`src/rtl/tiling_pkg.sv`:
```
// tiling_pkg: FSM state and tile dimension widths shared by the writeback and tiling loader.
package tiling_pkg;
  typedef enum logic [1:0] {IDLE, RUN, DRAIN, DONE} state_t;
  localparam int ROWS_W = 4;
  localparam int COLS_W = 8;
  localparam int CH_W = 6;
  localparam int OCOLS_W = 8;
  localparam int OCH_W = 10;
  localparam int RBASE_W = 8;
  localparam int CBASE_W = 10;
endpackage

```
`src/rtl/opsum_writeback_if.sv`:
```
// opsum_writeback_if: GLB read port and DRAM write port of the psum writeback engine.
interface opsum_writeback_if #(
  parameter int ADDR_WIDTH = 32,
  parameter int DATA_WIDTH = 8
);
  logic [3:0] glb_re;
  logic [ADDR_WIDTH-1:0] glb_r_addr;
  logic [DATA_WIDTH*4-1:0] glb_r_data;
  logic dram_we;
  logic [ADDR_WIDTH-1:0] dram_addr;
  logic [DATA_WIDTH*4-1:0] dram_w_data;
  modport master(output glb_re, glb_r_addr, dram_we, dram_addr, dram_w_data, input glb_r_data);
  modport slave(input glb_re, glb_r_addr, dram_we, dram_addr, dram_w_data, output glb_r_data);
endinterface

```
`src/rtl/opsum_writeback_wb_addr_gen.sv`:
```
// wb_addr_gen: h/w/c tile counters with incremental GLB and DRAM byte-address accumulators.
module wb_addr_gen import tiling_pkg::*; #(
  parameter int ADDR_WIDTH = 32
) (
  input  logic clk,
  input  logic rst,
  input  logic load,
  input  logic step,
  input  logic [ADDR_WIDTH-1:0] glb_base,
  input  logic [ADDR_WIDTH-1:0] dram_base,
  input  logic [ROWS_W-1:0] rows,
  input  logic [COLS_W-1:0] cols,
  input  logic [CH_W-1:0] chs,
  input  logic [OCOLS_W-1:0] out_cols,
  input  logic [OCH_W-1:0] out_ch,
  input  logic [RBASE_W-1:0] row_base,
  input  logic [CBASE_W-1:0] ch_base,
  output logic [ADDR_WIDTH-1:0] glb_addr,
  output logic [ADDR_WIDTH-1:0] dram_addr,
  output logic last,
  output logic empty
);
  logic [ROWS_W-1:0] h, e;
  logic [COLS_W-1:0] w, f;
  logic [CH_W-1:0] c, pt;
  logic [ADDR_WIDTH-1:0] m4, stride, w_base, h_base, stride_in, origin;
  logic c_end, w_end, h_end;
  // Tile origin and row stride are formed once at start; per-element stepping is add-only.
  always_comb begin
    stride_in = ADDR_WIDTH'(out_cols) * ADDR_WIDTH'(out_ch) * ADDR_WIDTH'(4);
    origin = dram_base + ADDR_WIDTH'(row_base) * stride_in + (ADDR_WIDTH'(ch_base) << 2);
  end
  assign c_end = c == pt - 1'b1;
  assign w_end = w == f - 1'b1;
  assign h_end = h == e - 1'b1;
  assign last = c_end && w_end && h_end;
  assign empty = e == '0 || f == '0 || pt == '0;
  always_ff @(posedge clk) begin
    if (rst) begin
      {h, w, c, e, f, pt} <= '0;
      {m4, stride, w_base, h_base, glb_addr, dram_addr} <= '0;
    end else if (load) begin
      {h, w, c} <= '0;
      e <= rows;
      f <= cols;
      pt <= chs;
      m4 <= ADDR_WIDTH'(out_ch) << 2;
      stride <= stride_in;
      glb_addr <= glb_base;
      dram_addr <= origin;
      w_base <= origin;
      h_base <= origin;
    end else if (step && !last) begin
      glb_addr <= glb_addr + ADDR_WIDTH'(4);
      c <= c_end ? '0 : c + 1'b1;
      if (!c_end) begin
        dram_addr <= dram_addr + ADDR_WIDTH'(4);
      end else if (!w_end) begin
        w <= w + 1'b1;
        w_base <= w_base + m4;
        dram_addr <= w_base + m4;
      end else begin
        w <= '0;
        h <= h + 1'b1;
        h_base <= h_base + stride;
        w_base <= h_base + stride;
        dram_addr <= h_base + stride;
      end
    end
  end
endmodule

```
`src/rtl/opsum_writeback.sv`:
```
// opsum_writeback: streams a psum tile from GLB into its place in the full DRAM output tensor.
module opsum_writeback import tiling_pkg::*; #(
  parameter int ADDR_WIDTH = 32,
  parameter int DATA_WIDTH = 8
) (
  input  logic clk,
  input  logic rst,
  input  logic start,
  input  logic [ADDR_WIDTH-1:0] glb_opsum_base_addr,
  input  logic [ADDR_WIDTH-1:0] dram_opsum_base_addr,
  input  logic [ROWS_W-1:0] tile_rows,
  input  logic [COLS_W-1:0] tile_cols,
  input  logic [CH_W-1:0] tile_ch,
  input  logic [OCOLS_W-1:0] out_cols,
  input  logic [OCH_W-1:0] out_ch,
  input  logic [RBASE_W-1:0] row_base,
  input  logic [CBASE_W-1:0] ch_base,
  output logic busy,
  output logic finish,
  opsum_writeback_if.master bus
);
  state_t state, next;
  logic load, rd, last, empty, v1;
  logic [ADDR_WIDTH-1:0] glb_addr, gen_dram_addr, a1;
  logic [DATA_WIDTH*4-1:0] rd_data;
  assign load = state == IDLE && start;
  assign rd = state == RUN && !empty;
  assign busy = state != IDLE;
  assign finish = state == DONE;
  assign bus.glb_re = {4{rd}};
  assign bus.glb_r_addr = glb_addr;
  assign rd_data = bus.glb_r_data;
  wb_addr_gen #(.ADDR_WIDTH(ADDR_WIDTH)) u_gen (
    .clk(clk), .rst(rst), .load(load), .step(rd),
    .glb_base(glb_opsum_base_addr), .dram_base(dram_opsum_base_addr),
    .rows(tile_rows), .cols(tile_cols), .chs(tile_ch),
    .out_cols(out_cols), .out_ch(out_ch), .row_base(row_base), .ch_base(ch_base),
    .glb_addr(glb_addr), .dram_addr(gen_dram_addr), .last(last), .empty(empty)
  );
  always_ff @(posedge clk) state <= rst ? IDLE : next;
  always_comb begin
    next = state;
    case (state)
      IDLE: next = start ? RUN : IDLE;
      RUN: next = empty ? DONE : (last ? DRAIN : RUN);
      DRAIN: next = v1 ? DRAIN : DONE;
      default: next = IDLE;
    endcase
  end
  // Address rides one stage behind the read so it meets the returning GLB data.
  always_ff @(posedge clk) begin
    if (rst) begin
      v1 <= 1'b0;
      a1 <= '0;
      bus.dram_we <= 1'b0;
      bus.dram_addr <= '0;
      bus.dram_w_data <= '0;
    end else begin
      v1 <= rd;
      if (rd) a1 <= gen_dram_addr;
      bus.dram_we <= v1;
      if (v1) begin
        bus.dram_addr <= a1;
        bus.dram_w_data <= rd_data;
      end
    end
  end
endmodule

```
`src/flat_wrapper.sv`:
```
// flat-port wrapper written by rule: the top's interface ports become plain ports
module opsum_writeback_flat import tiling_pkg::*;
#(
  parameter int ADDR_WIDTH = 32,
  parameter int DATA_WIDTH = 8
)
  (clk, rst, start, glb_opsum_base_addr, dram_opsum_base_addr, tile_rows, tile_cols, tile_ch, out_cols, out_ch, row_base, ch_base, busy, finish, bus_glb_re, bus_glb_r_addr, bus_dram_we, bus_dram_addr, bus_dram_w_data, bus_glb_r_data);
  opsum_writeback_if #(.ADDR_WIDTH(ADDR_WIDTH), .DATA_WIDTH(DATA_WIDTH)) bus_i ();
  input  logic clk;
  input  logic rst;
  input  logic start;
  input  logic [ADDR_WIDTH-1:0] glb_opsum_base_addr;
  input  logic [ADDR_WIDTH-1:0] dram_opsum_base_addr;
  input  logic [ROWS_W-1:0] tile_rows;
  input  logic [COLS_W-1:0] tile_cols;
  input  logic [CH_W-1:0] tile_ch;
  input  logic [OCOLS_W-1:0] out_cols;
  input  logic [OCH_W-1:0] out_ch;
  input  logic [RBASE_W-1:0] row_base;
  input  logic [CBASE_W-1:0] ch_base;
  output logic busy;
  output logic finish;
  output wire logic [$bits(bus_i.glb_re)-1:0] bus_glb_re;
  output wire logic [$bits(bus_i.glb_r_addr)-1:0] bus_glb_r_addr;
  output wire logic [$bits(bus_i.dram_we)-1:0] bus_dram_we;
  output wire logic [$bits(bus_i.dram_addr)-1:0] bus_dram_addr;
  output wire logic [$bits(bus_i.dram_w_data)-1:0] bus_dram_w_data;
  input wire logic [$bits(bus_i.glb_r_data)-1:0] bus_glb_r_data;
  assign bus_glb_re = bus_i.glb_re;
  assign bus_glb_r_addr = bus_i.glb_r_addr;
  assign bus_dram_we = bus_i.dram_we;
  assign bus_dram_addr = bus_i.dram_addr;
  assign bus_dram_w_data = bus_i.dram_w_data;
  assign bus_i.glb_r_data = bus_glb_r_data;
  opsum_writeback #(.ADDR_WIDTH(ADDR_WIDTH), .DATA_WIDTH(DATA_WIDTH)) u_core (.clk(clk), .rst(rst), .start(start), .glb_opsum_base_addr(glb_opsum_base_addr), .dram_opsum_base_addr(dram_opsum_base_addr), .tile_rows(tile_rows), .tile_cols(tile_cols), .tile_ch(tile_ch), .out_cols(out_cols), .out_ch(out_ch), .row_base(row_base), .ch_base(ch_base), .busy(busy), .finish(finish), .bus(bus_i));
endmodule
```
`config.mk`:
```
export PLATFORM = sky130hd
export DESIGN_NAME = opsum_writeback_flat
export DESIGN_NICKNAME = d
export VERILOG_FILES = /design/src/rtl/tiling_pkg.sv /design/src/rtl/opsum_writeback_if.sv /design/src/rtl/opsum_writeback_wb_addr_gen.sv /design/src/rtl/opsum_writeback.sv /design/src/flat_wrapper.sv
export SDC_FILE = /design/constraint.sdc
export NUM_CORES = 1
export LEC_CHECK = 0
export ABC_AREA = 0
export CAP_MARGIN = 20
export CORE_UTILIZATION = 35
export CTS_CLUSTER_DIAMETER = 100
export DETAILED_ROUTE_END_ITERATION = 8
export PLACE_DENSITY = 0.55
export SETUP_SLACK_MARGIN = 0.15
export SLEW_MARGIN = 20
export SYNTH_ARGS = -nofsm -noshare
export SYNTH_HDL_FRONTEND = slang
export SYNTH_SLANG_ARGS = --single-unit
```
`constraint.sdc`:
```
create_clock -name clk -period 17.4 [get_ports clk]
set_input_delay 3.48 -clock clk [delete_from_list [all_inputs] [get_ports clk]]
set_output_delay 3.48 -clock clk [all_outputs]
set_load 0.01 [all_outputs]
```
==> metrics.md, run 1 <==
| Metric | Value |
|---|---|
| Postcts setup bufs | `0` |
| Fill count | `6,725` |
| Hold path cells | `2` |
| Final ANT Viol Nets | `0` |
| TritonCTS clock tree | `done` |
| Ys Warns | `0` |
| CP max stage delay | `0.92 ns` |
| Cts hold-fix bufs | `0` |
| Initial DRC count | `~1,400` |
| Vias in the first global route | `~21,000` |
| Overall routed net length | `73,600 um` |
| Worst Path Class, Setup | `in -> reg` |
| Crit-path max FO | `17` |
| Async set or reset register ratio after synthesis | `0%` |
| Vias/cell | `5.35` |
| Die width | `264 um` |
| Antenna violations before repair | `1` |
| RSZ-0062 raised after global routing | `false` |
| Tmin final | `14.90 ns` |
| Starting density of the core | `35.5%` |
| Grt total ovfl | `0` |
| Clock root cell | `clkbuf_16` |
| Mapped Area | `23,900 um^2` |
| Worst-Skew Late Latency | `0.55 ns` |
| Die Area | `around 69,000 um^2` |
| Rows | `95` |
| Pre-antenna DRT Iters | `5` |
| Hold EP | `u_core.u_gen.glb_addr[1]` |
| Setup TNS | `0 ns` |
| Worst-path clk slew | `0.06 ns` |
| Mapped Avg Cell Area | `8.17 um^2` |
| Crit end category | `register` |
| Slew margin rel. | `22.3%` |
| Per-cell routed wire length | `18.3 um` |
| Seq/Total Area, Yosys | `24.4%` |
| Sequential cell area | `5850 um^2` |
| Post-DP HPWL | `55,900 um` |
| Clk_skew | `0.0155 ns` |
| Post-synthesis instance total | `about 2,900` |
| Clock sink total | `292` |
| Total number of vias | `21,500` |
| Main flop type after synthesis | `dfxtp_1` |
| Syn Nets | `3,405` |
| Post-CTS Resized | `0` |
| Synth Register Bits | `292` |
| Yosys top cell by area | `dfxtp_1` |
| Status | `finished, final reports clean` |
| Max Cap Violations | `0` |
| Port Buffer Count | `255` |
| Slew @ Worst Pin | `1.16 ns` |
| First-pass GRT wire length | `119,000 um` |
| Area occupied by multi-input gates | `between 15,000 and 20,000 um^2` |
| Crit path top cell by count | `fa_1` |
| Final #Nets | `3,588` |
| Post-synth EDFFs | `0` |
| Synth unique cells | `91` |
| RePlAce Congestion | `0.901` |
| Top-area cell type share of the netlist area | `24.4%` |
| Fin. Hold Viols | `0` |
| Layout area overhead | `19.0%` |
| Crit start category | `primary input` |
| Fmax | `0.0671 GHz` |
| Setup violations, final | `0` |
| Bufs on Longest Clock Path | `3` |
| Critical register-to-register path startpoint | `u_core.u_gen.pt[0]` |
| Largest net degree at the start of global routing | `101` |
| HP Start | `u_core.u_gen.glb_addr[1]` |
| Worst Reg-to-Reg Cells | `13` |
| Slowest cell on the critical path | `clkdlybuf4s50_1` |
| Count of pins over their slew limit | `0` |
| FF-to-FF setup slack | `13.39 ns` |
| Layout cells sized above 1 | `4.08%` |
| Crit path required time | `17.78 ns` |
| HP Class | `reg -> reg` |
| CP arrival | `15.28 ns` |
| IO Pins | `roughly 260` |
| DRC errors left | `0` |
| All-layer global routing usage | `a little over a fifth` |
| Num CTS Buffers | `36` |
| Ranking of synthesized cells by area | `dfxtp_1 24%, fa_1 13%, ha_1 8.6%` |
| H-tree levels | `2` |
| Height of the die | `264 um` |
| Reg2Reg Capture Point | `u_core.u_gen.w_base[13]` |
| Core region area | `between 60,000 and 70,000 um^2` |
| Fin crit share | `between 80% and 90%` |
worst max path at each step:
stage | slack (ns) | from | cells after the start | to
final | 2.50 | out_ch[0] | 39 | u_core.u_gen.h_base[30]
after global routing | 1.74 | out_ch[0] | 40 | u_core.u_gen.h_base[30]
after CTS | 2.60 | out_ch[0] | 39 | u_core.u_gen.h_base[30]
after detailed placement | 2.04 | out_ch[0] | 38 | u_core.u_gen.h_base[30]
after global placement | 2.38 | out_ch[0] | 40 | u_core.u_gen.h_base[30]
after floorplan | 3.97 | out_ch[0] | 40 | u_core.u_gen.h_base[30]
placed cells by master (no fill, tap or decap), drive strengths merged, types with 12 or more instances in the layout:
| cell type | count |
|---|---|
| a31oi | 32 |
| xor2 | 69 |
| buf | 21 |
| a21oi | 207 |
| and2 | 172 |
| nand2b | 18 |
| inv | 276 |
| nor2b | 12 |
| dfxtp | 292 |
| o211ai | 17 |
| a21o | 14 |
| o211a | 12 |
| a311oi | 13 |
| and3 | 32 |
| clkbuf | 55 |
| a211oi | 75 |
| nand2 | 352 |
| fa | 157 |
| o21ai | 107 |
| mux2i | 78 |
| or3 | 25 |
| ha | 164 |
| o21a | 27 |
| xnor2 | 92 |
| nor3 | 49 |
| clkdlybuf4s50 | 254 |
| nand3 | 68 |
| nor2 | 255 |
| nand4 | 36 |
cells in the mapped netlist (24+ instances only):
master	instances
fa_1	157
o21ai_0	89
nand3_1	68
ha_1	164
or3_1	24
dfxtp_1	292
nor3_1	43
o21a_1	27
a211oi_1	73
xor2_1	69
mux2i_1	78
a31oi_1	30
nand2_1	351
a21oi_1	205
and3_1	31
clkbuf_1	95
nand4_1	35
nor2_1	254
and2_1	172
inv_1	271
xnor2_1	91
layout make-up:
| type | instances | area share (%) |
|---|---|---|
| clock buffer | 54 | 3.94 |
| tap | 873 | 3.83 |
| antenna | 1 | 0.00878 |
| inverter | 273 | 3.60 |
| timing repair buffer | 276 | 9.60 |
| sequential | 292 | 20.5 |
| multi-input combinational | 2235 | 58.1 |
| clock inverter | 10 | 0.404 |
flip-flops by register name (all words and copies together), names as in the netlist, 18 cells and up:
register	flops
u_core.bus.dram_addr	32
u_core.u_gen.h_base	32
u_core.u_gen.stride	18
u_core.bus.dram_w_data	32
u_core.u_gen.dram_addr	32
u_core.u_gen.glb_addr	32
u_core.a1	32
u_core.u_gen.w_base	32
logic make-up (layout without fill, tap and decap cells):
logic type / after synthesis / after routing / synth area share, %
and+or+nand+nor: 1062 / 1062 / 21.4
AOI/OAI and AO/OA: 610 / 610 / 16.6
buffers and inverters: 404 / 613 / 6.56
adders and majority gates: 321 / 321 / 21.7
DFF: 292 / 292 / 24.4
xor gates and xnor gates: 161 / 161 / 5.92
muxes: 81 / 81 / 3.40
other: 0 / 1 / 0
metrics by stage:
stage	hold slack [ns]	instance area, um^2	setup WS [ns]	utilization [%]	instances
2_1_floorplan	0.429	23900	3.97	-	2931
5_1_grt	0.470	28500	1.74	42.3	4013
4_1_cts	0.455	28500	2.60	42.2	4012
3_3_place_gp	0.442	27200	2.38	40.4	3948
3_5_place_dp	0.447	27200	2.04	40.4	3948
6_report	0.452	28500	2.50	42.3	4014
critical path, delay by kind of cell:
family / cells / cell delay, ns
compound gates: 16 / 3.79
xor+xnor: 1 / 0.64
fa+ha+maj: 12 / 5.52
buf+inv: 6 / 1.18
simple gates: 4 / 0.63
routing by layer:
layer	GRT usage, %	wire (um)
met1	29.5	34800
met2	34.4	33300
met3	2.73	3850
met4	5.58	1630
met5	0	0
Power of run 1 is left out: the tool's default activity adds up to more than one toggle a clock period on the data nets, which glitch-free logic cannot reach.
==> run 2: changes to the inputs <==
ABC_AREA = 1   (was 0)
PLACE_DENSITY = 0.54   (was 0.55)
==> run 2 against run 1 <==
Final cell count rose by 30%. Non-clock buffer count is 2 higher. Worst setup slack gained 0.81 ns. Global-route usage up 2.6 points. Clock skew increased by 0.0090 ns. Flip-flop and latch count stayed put. Synthesized cell count up 38%. First-iteration DRC count is 17% higher. Fmax rose by 5.7%. Critical path type unchanged. Highest routed layer unchanged.
==> metrics.md, run 2 <==
| Metric | Value |
|---|---|
| Status | `finished, final reports clean` |
| Cells after DPL | `5,158 (+31%)` |
| Grt total ovfl | `0 (unchanged)` |
| Met3 wire len | `4780 um (+24%)` |
| Clock root cell | `clkbuf_16` |
| Fin crit share | `81.0% (-4.6 points)` |
| Fin cells | `5,228 (+30%)` |
| Post-synthesis instance total | `4,058 (+38%)` |
| All-layer global routing usage | `23.8% (+2.6 points)` |
| Layout area overhead | `18.1%` |
| Slowest cell on the critical path | `clkdlybuf4s50_1` |
| Max Cap Violations | `0 (unchanged)` |
| Mapped Area | `26,200 um^2 (+9.6%)` |
| Crit path required time | `17.90 ns (+0.12 ns)` |
| First-pass GRT wire length | `142,000 um (+20%)` |
| Setup ws final | `3.31 ns (+0.808 ns)` |
| Crit end category | `register` |
| Final #Nets | `4,703 (+31%)` |
| Top cells by count, synth | `1,001 x nand2_1, 635 x inv_1, 554 x nor2_1, 292 x dfxtp_1, 284 x o21ai_0` |
| Post-Place Setup Slack | `2.79 ns (+0.752 ns)` |
| IO Pins | `256 (unchanged)` |
| Clock sink total | `292 (unchanged)` |
| CP startpoint | `out_cols[7]` |
| Reg2Reg Capture Point | `u_core.u_gen.dram_addr[23]` |
| Top-area cell type share of the netlist area | `22.3% (-2.1 points)` |
| TritonCTS clock tree | `done` |
| Post-DP HPWL | `70,400 um (+26%)` |
| Slew @ Worst Pin | `1.19 ns (+0.0334 ns)` |
| Antenna violations before repair | `1 (unchanged)` |
| Clk_skew | `0.0245 ns (+0.00901 ns)` |
| Crit start category | `primary input` |
| FF-to-FF setup slack | `13.53 ns (+0.14 ns)` |
| Main flop type after synthesis | `dfxtp_1` |
| DRC errors left | `0 (unchanged)` |
| CP arrival | `14.59 ns (-0.69 ns)` |
| Setup violations, final | `0 (unchanged)` |
| Per-cell routed wire length | `17.2 um (-6.0%)` |
| Rows | `100 (+5.3%)` |
| Largest net degree at the start of global routing | `103 (+2.0%)` |
| HP Class | `reg -> reg` |
| Slew margin rel. | `19.8% (-2.5 points)` |
| Vias/cell | `4.95 (-7.5%)` |
| Cts hold-fix bufs | `0 (unchanged)` |
| Tmin final | `14.09 ns (-0.808 ns)` |
| Seq/Total Area, Yosys | `22.3% (-2.1 points)` |
| Starting density of the core | `35.3% (-0.22 points)` |
| Layout cells sized above 1 | `3.24% (-0.84 points)` |
| RSZ-0062 raised after global routing | `false` |
| Post-synth EDFFs | `0 (unchanged)` |
| Worst-Skew Late Latency | `0.57 ns (+0.02 ns)` |
| Synth Register Bits | `292 (unchanged)` |
| CP max stage delay | `0.67 ns (-0.25 ns)` |
| Crit path to | `u_core.u_gen.dram_addr[25]` |
| Setup TNS | `0 ns (unchanged)` |
| Async set or reset register ratio after synthesis | `0% (unchanged)` |
| Height of the die | `276 um (+4.6%)` |
| Met2 Wirelength | `41,200 um (+24%)` |
| Final ANT Viol Nets | `0 (unchanged)` |
| Worst Reg-to-Reg Cells | `19 (+6)` |
| Synth unique cells | `48 (-47%)` |
| Initial DRC count | `1,654 (+17%)` |
| Worst Path Class, Setup | `in -> reg` |
| Syn Nets | `4,532 (+33%)` |
| Bufs on Longest Clock Path | `3 (unchanged)` |
| Most frequent cells in the layout | `1,000 x nand2_1, 632 x inv_1, 552 x nor2_1, 291 x dfxtp_1, 284 x o21ai_0` |
| H-tree levels | `2 (unchanged)` |
| Max Used Layer | `met4` |
| Ys Warns | `0 (unchanged)` |
| Vias in the first global route | `25,400 (+18%)` |
| Total number of vias | `25,900 (+20%)` |
| Crit-path max FO | `10 (-7)` |
| Core region area | `74,300 um^2 (+10%)` |
| Worst-path clk slew | `0.06 ns (about the same)` |
| Met1 WL | `41,900 um (+20%)` |
| Postcts setup bufs | `0 (unchanged)` |
| Num CTS Buffers | `38 (+5.6%)` |
| Ranking of synthesized cells by area | `dfxtp_1 22%, nand2_1 14%, fa_1 12%` |
| Most common cell after layout, fill and taps aside | `nand2_1` |
| Yosys top cell by area | `dfxtp_1` |
| Post-CTS Resized | `0 (unchanged)` |
| Final instance area | `31,000 um^2 (+8.7%)` |
| Mapped Avg Cell Area | `6.47 um^2 (-21%)` |
| Cell with the most instances after synthesis | `nand2_1` |
| Pre-antenna DRT Iters | `5 (unchanged)` |
| Placed Area | `29,600 um^2 (+8.7%)` |
| Fin. Hold Viols | `0 (unchanged)` |
| Overall routed net length | `90,100 um (+22%)` |
| Fmax | `0.0710 GHz (+5.7%)` |
| Port Buffer Count | `255 (unchanged)` |
| Count of pins over their slew limit | `0 (unchanged)` |
| Die Area | `76,100 um^2 (+9.5%)` |
| Critical register-to-register path startpoint | `u_core.u_gen.f[0]` |
| Die width | `276 um (+4.6%)` |
| RePlAce Congestion | `0.975 (+8.2%)` |
run 2: cell count changes after synthesis, sizes merged, moves of 31 or more:
cell / change
xnor2: -56
nand2: +654
o21ai: +217
and2: -164
mux2i: -66
nand3: +199
inv: +372
a211oi: -72
nor2: +302
a21oi: -34
and3: -31
run 2: kinds of logic after synthesis:
kind of cell,Yosys count,synth area share [%]
AND/OR/NAND/NOR,1977,31.1
buffers and inverters,797,11.6
AO/OA/AOI/OAI,543,10.9
adder cells (fa/ha/maj),321,19.8
flip-flops,292,22.3
XOR/XNOR,116,3.87
multiplexers,12,0.458
run 2: layout make-up:
type                    count  area, um^2
clock inverters            18         267
fillers                  8039       43300
clock buffers              51        1110
diodes                      1        2.50
multi-input cells        2969       17400
inverters                 650        2440
flip-flops and latches    292        5850
repair buffers            278        2730
well taps                 969        1210
run 2: worst max-delay path, delay by kind of cell:
family / cells / cell delay, ns
xor gates and xnor gates: 2 / 0.83
and+or+nand+nor: 13 / 1.80
adders and majority gates: 12 / 5.48
buffers and inverters: 9 / 1.25
AOI/OAI and AO/OA: 7 / 1.74
run 2: worst min path at each step:
stage / from / to / slack, ns / cells after the start
after global routing: u_core.u_gen.h_base[1] / u_core.u_gen.h_base[1] / 0.48 / 2
after global placement: u_core.u_gen.stride[2] / u_core.u_gen.stride[2] / 0.45 / 2
after detailed placement: u_core.a1[2] / u_core.a1[2] / 0.45 / 2
final: u_core.a1[2] / u_core.a1[2] / 0.46 / 2
after floorplan: u_core.a1[2] / u_core.a1[2] / 0.43 / 2
after CTS: u_core.a1[2] / u_core.a1[2] / 0.46 / 2
run 2: per-layer routing:
layer / track usage (%) / up-vias
li1: - / 13000
met1: 32.5 / 12100
met3: 3.47 / 133
met4: 6.62 / 0
met5: 0 / -
met2: 38.7 / 634
run 2: metrics by stage:
step / hold WS, ns / util (%)
CTS: 0.460 / 41.7
detailed placement: 0.453 / 39.8
global route: 0.478 / 41.7
global placement: 0.453 / 39.8
floorplan: 0.430 / -
finish: 0.465 / 41.7
Power of run 2 is left out for the same reason.
==> run 3: changes to the inputs <==
PLACE_DENSITY = 0.56   (was 0.54)
clock period = 11.5 ns   (was 17.4 ns; I/O delays follow)
==> run 3 against run 2 <==
First-iteration DRC count grew 28%. Clock-buffer cell count is the same. Flip-flop and latch count unchanged. Critical path depth rose by 9. Register-to-register slack lost 6.2 ns. Non-clock buffer count up 270. Die area is the same. Sequential share of layout area fell by 1.9 points. Design area rose by 11%. Clock skew is 0.0029 ns higher. Highest routed layer unchanged.
==> metrics.md, run 3 (synthesized netlist as in run 2, its figures left out) <==
| Metric | Value |
|---|---|
| Crit path required time | `11.96 ns (-5.94 ns)` |
| Fin cells | `5,496 (+5.1%)` |
| Most frequent cells in the layout | `965 x nand2_1, 606 x inv_1, 528 x nor2_1, 291 x dfxtp_1, 272 x buf_4` |
| Crit path top cell by count | `fa_1` |
| CP max stage delay | `0.58 ns (-0.09 ns)` |
| Setup ws final | `0.479 ns (-2.83 ns)` |
| Layout cells sized above 1 | `14.1% (+11 points)` |
| Post-DP HPWL | `69,100 um (-1.8%)` |
| CP arrival | `11.48 ns (-3.11 ns)` |
| Starting density of the core | `35.3% (unchanged)` |
| TritonCTS clock tree | `done` |
| Worst Path Class, Setup | `in -> reg` |
| Worst-Skew Late Latency | `0.57 ns (about the same)` |
| HP Class | `reg -> reg` |
| Final ANT Viol Nets | `0 (unchanged)` |
| Slew margin rel. | `24.3% (+4.5 points)` |
| Crit start category | `primary input` |
| RSZ-0062 raised after global routing | `true` |
| Die Area | `76,100 um^2 (unchanged)` |
| Cts hold-fix bufs | `0 (unchanged)` |
| Reg2Reg Capture Point | `u_core.u_gen.w_base[6]` |
| Fmax | `about 0.091 GHz` |
| Antenna violations before repair | `0 (-1)` |
| Fill count | `7,763 (-3.4%)` |
| DRC errors left | `0 (unchanged)` |
| Slew @ Worst Pin | `1.13 ns (-0.0573 ns)` |
| Area occupied by multi-input gates | `18,800 um^2 (+8.0%)` |
| Per-cell routed wire length | `16.4 um (-4.7%)` |
| Tmin final | `11.02 ns` |
| Fin crit share | `95.8%` |
| Clock sink total | `292 (unchanged)` |
| Port Buffer Count | `255 (unchanged)` |
| Clock root cell | `clkbuf_16` |
| Most common cell after layout, fill and taps aside | `nand2_1` |
| Crit end category | `register` |
| First-pass GRT wire length | `142,000 um (-0.10%)` |
| Cells after DPL | `5,392 (+4.5%)` |
| Max Cap Violations | `0 (unchanged)` |
| Num CTS Buffers | `38 (unchanged)` |
| H-tree levels | `2 (unchanged)` |
| Setup violations, final | `0 (unchanged)` |
| Worst Reg-to-Reg Cells | `13 (-6)` |
| Slowest cell on the critical path | `fa_1` |
| FF-to-FF setup slack | `7.29 ns (-6.24 ns)` |
| Hold path cells | `2 (unchanged)` |
| Sequential cell area | `5850 um^2 (unchanged)` |
| Critical register-to-register path startpoint | `u_core.u_gen.pt[0]` |
| Vias/cell | `4.90 (-0.98%)` |
| Rows | `100 (unchanged)` |
| Total number of vias | `26,900 (+4.1%)` |
| Initial DRC count | `2,120 (+28%)` |
| Util after Layout | `46.3% (+4.6 points)` |
| Bufs on Longest Clock Path | `3 (unchanged)` |
| Crit path to | `u_core.u_gen.h_base[29]` |
| IO Pins | `256 (unchanged)` |
| Core region area | `74,300 um^2 (unchanged)` |
| Status | `finished, final reports clean` |
| All-layer global routing usage | `23.5% (-0.24 points)` |
| Overall routed net length | `90,300 um (+0.16%)` |
| Post-Place Setup Slack | `-1.27 ns (-4.07 ns)` |
| Clk_skew | `0.0274 ns (+0.00286 ns)` |
| Height of the die | `276 um (unchanged)` |
| Final #Nets | `4,973 (+5.7%)` |
| Grt total ovfl | `0 (unchanged)` |
| Fin. Hold Viols | `0 (unchanged)` |
| Crit-path max FO | `6 (-4)` |
| Die width | `276 um (unchanged)` |
| N_diodes | `0 (-1)` |
| Layout area overhead | `31.2%` |
| CP startpoint | `out_ch[2]` |
| Pre-antenna DRT Iters | `8 (+3)` |
| Largest net degree at the start of global routing | `111 (+7.8%)` |
| Count of pins over their slew limit | `0 (unchanged)` |
| RePlAce Congestion | `0.940 (-3.6%)` |
| Vias in the first global route | `26,000 (+2.7%)` |
| Worst hold slack | `0.457 ns (-0.00715 ns)` |
| Worst-path clk slew | `0.06 ns (about the same)` |
run 3: per-layer routing:
layer,up-vias,GRT usage (%),routed length (um)
li1,13600,-,-
met1,12600,32.6,41600
met2,677,39.3,42200
met3,95,2.63,4750
met4,0,4.87,1690
met5,-,0,0
run 3: how the worst min path moves through the flow:
stage,start,to
3_5_place_dp,u_core.a1[6],u_core.bus.dram_addr[6]
5_1_grt,u_core.a1[2],u_core.a1[2]
6_report,u_core.a1[4],u_core.a1[4]
2_1_floorplan,u_core.a1[2],u_core.a1[2]
4_1_cts,u_core.a1[4],u_core.a1[4]
3_3_place_gp,u_core.a1[0],u_core.a1[0]
run 3: stage by stage:
stage	instance area (um^2)	setup TNS, ns
floorplan	26300	0
finish	34400	0
global route	34400	0
CTS	33700	0
detailed placement	31400	-53.21
global placement	31400	-53.06
run 3: final cells by class:
type / instances / share of cell area [%]
Timing Repair Buffer: 548 / 14.0
Multi-Input combinational cell: 2969 / 54.5
Clock buffer: 51 / 3.20
Inverter: 650 / 7.12
Tap cell: 969 / 3.52
Clock inverter: 17 / 0.709
Sequential cell: 292 / 17.0
run 3: what timing repair did:
item / 4_1_cts / 5_1_grt
resized for setup: 173 / 170
hold endpoints to repair: 0 / 0
buffers inserted: 18 / 18
endpoints found under the setup margin: 57 / 59
pin swaps: 80 / 138
run 3: critical path, delay by kind of cell:
family | cells | cell delay, ns
buf+inv | 13 | 1.18
compound gates | 5 | 0.75
xor+xnor | 1 | 0.22
fa+ha+maj | 12 | 5.17
simple gates | 21 | 1.83
Power of run 3 is left out for the same reason.
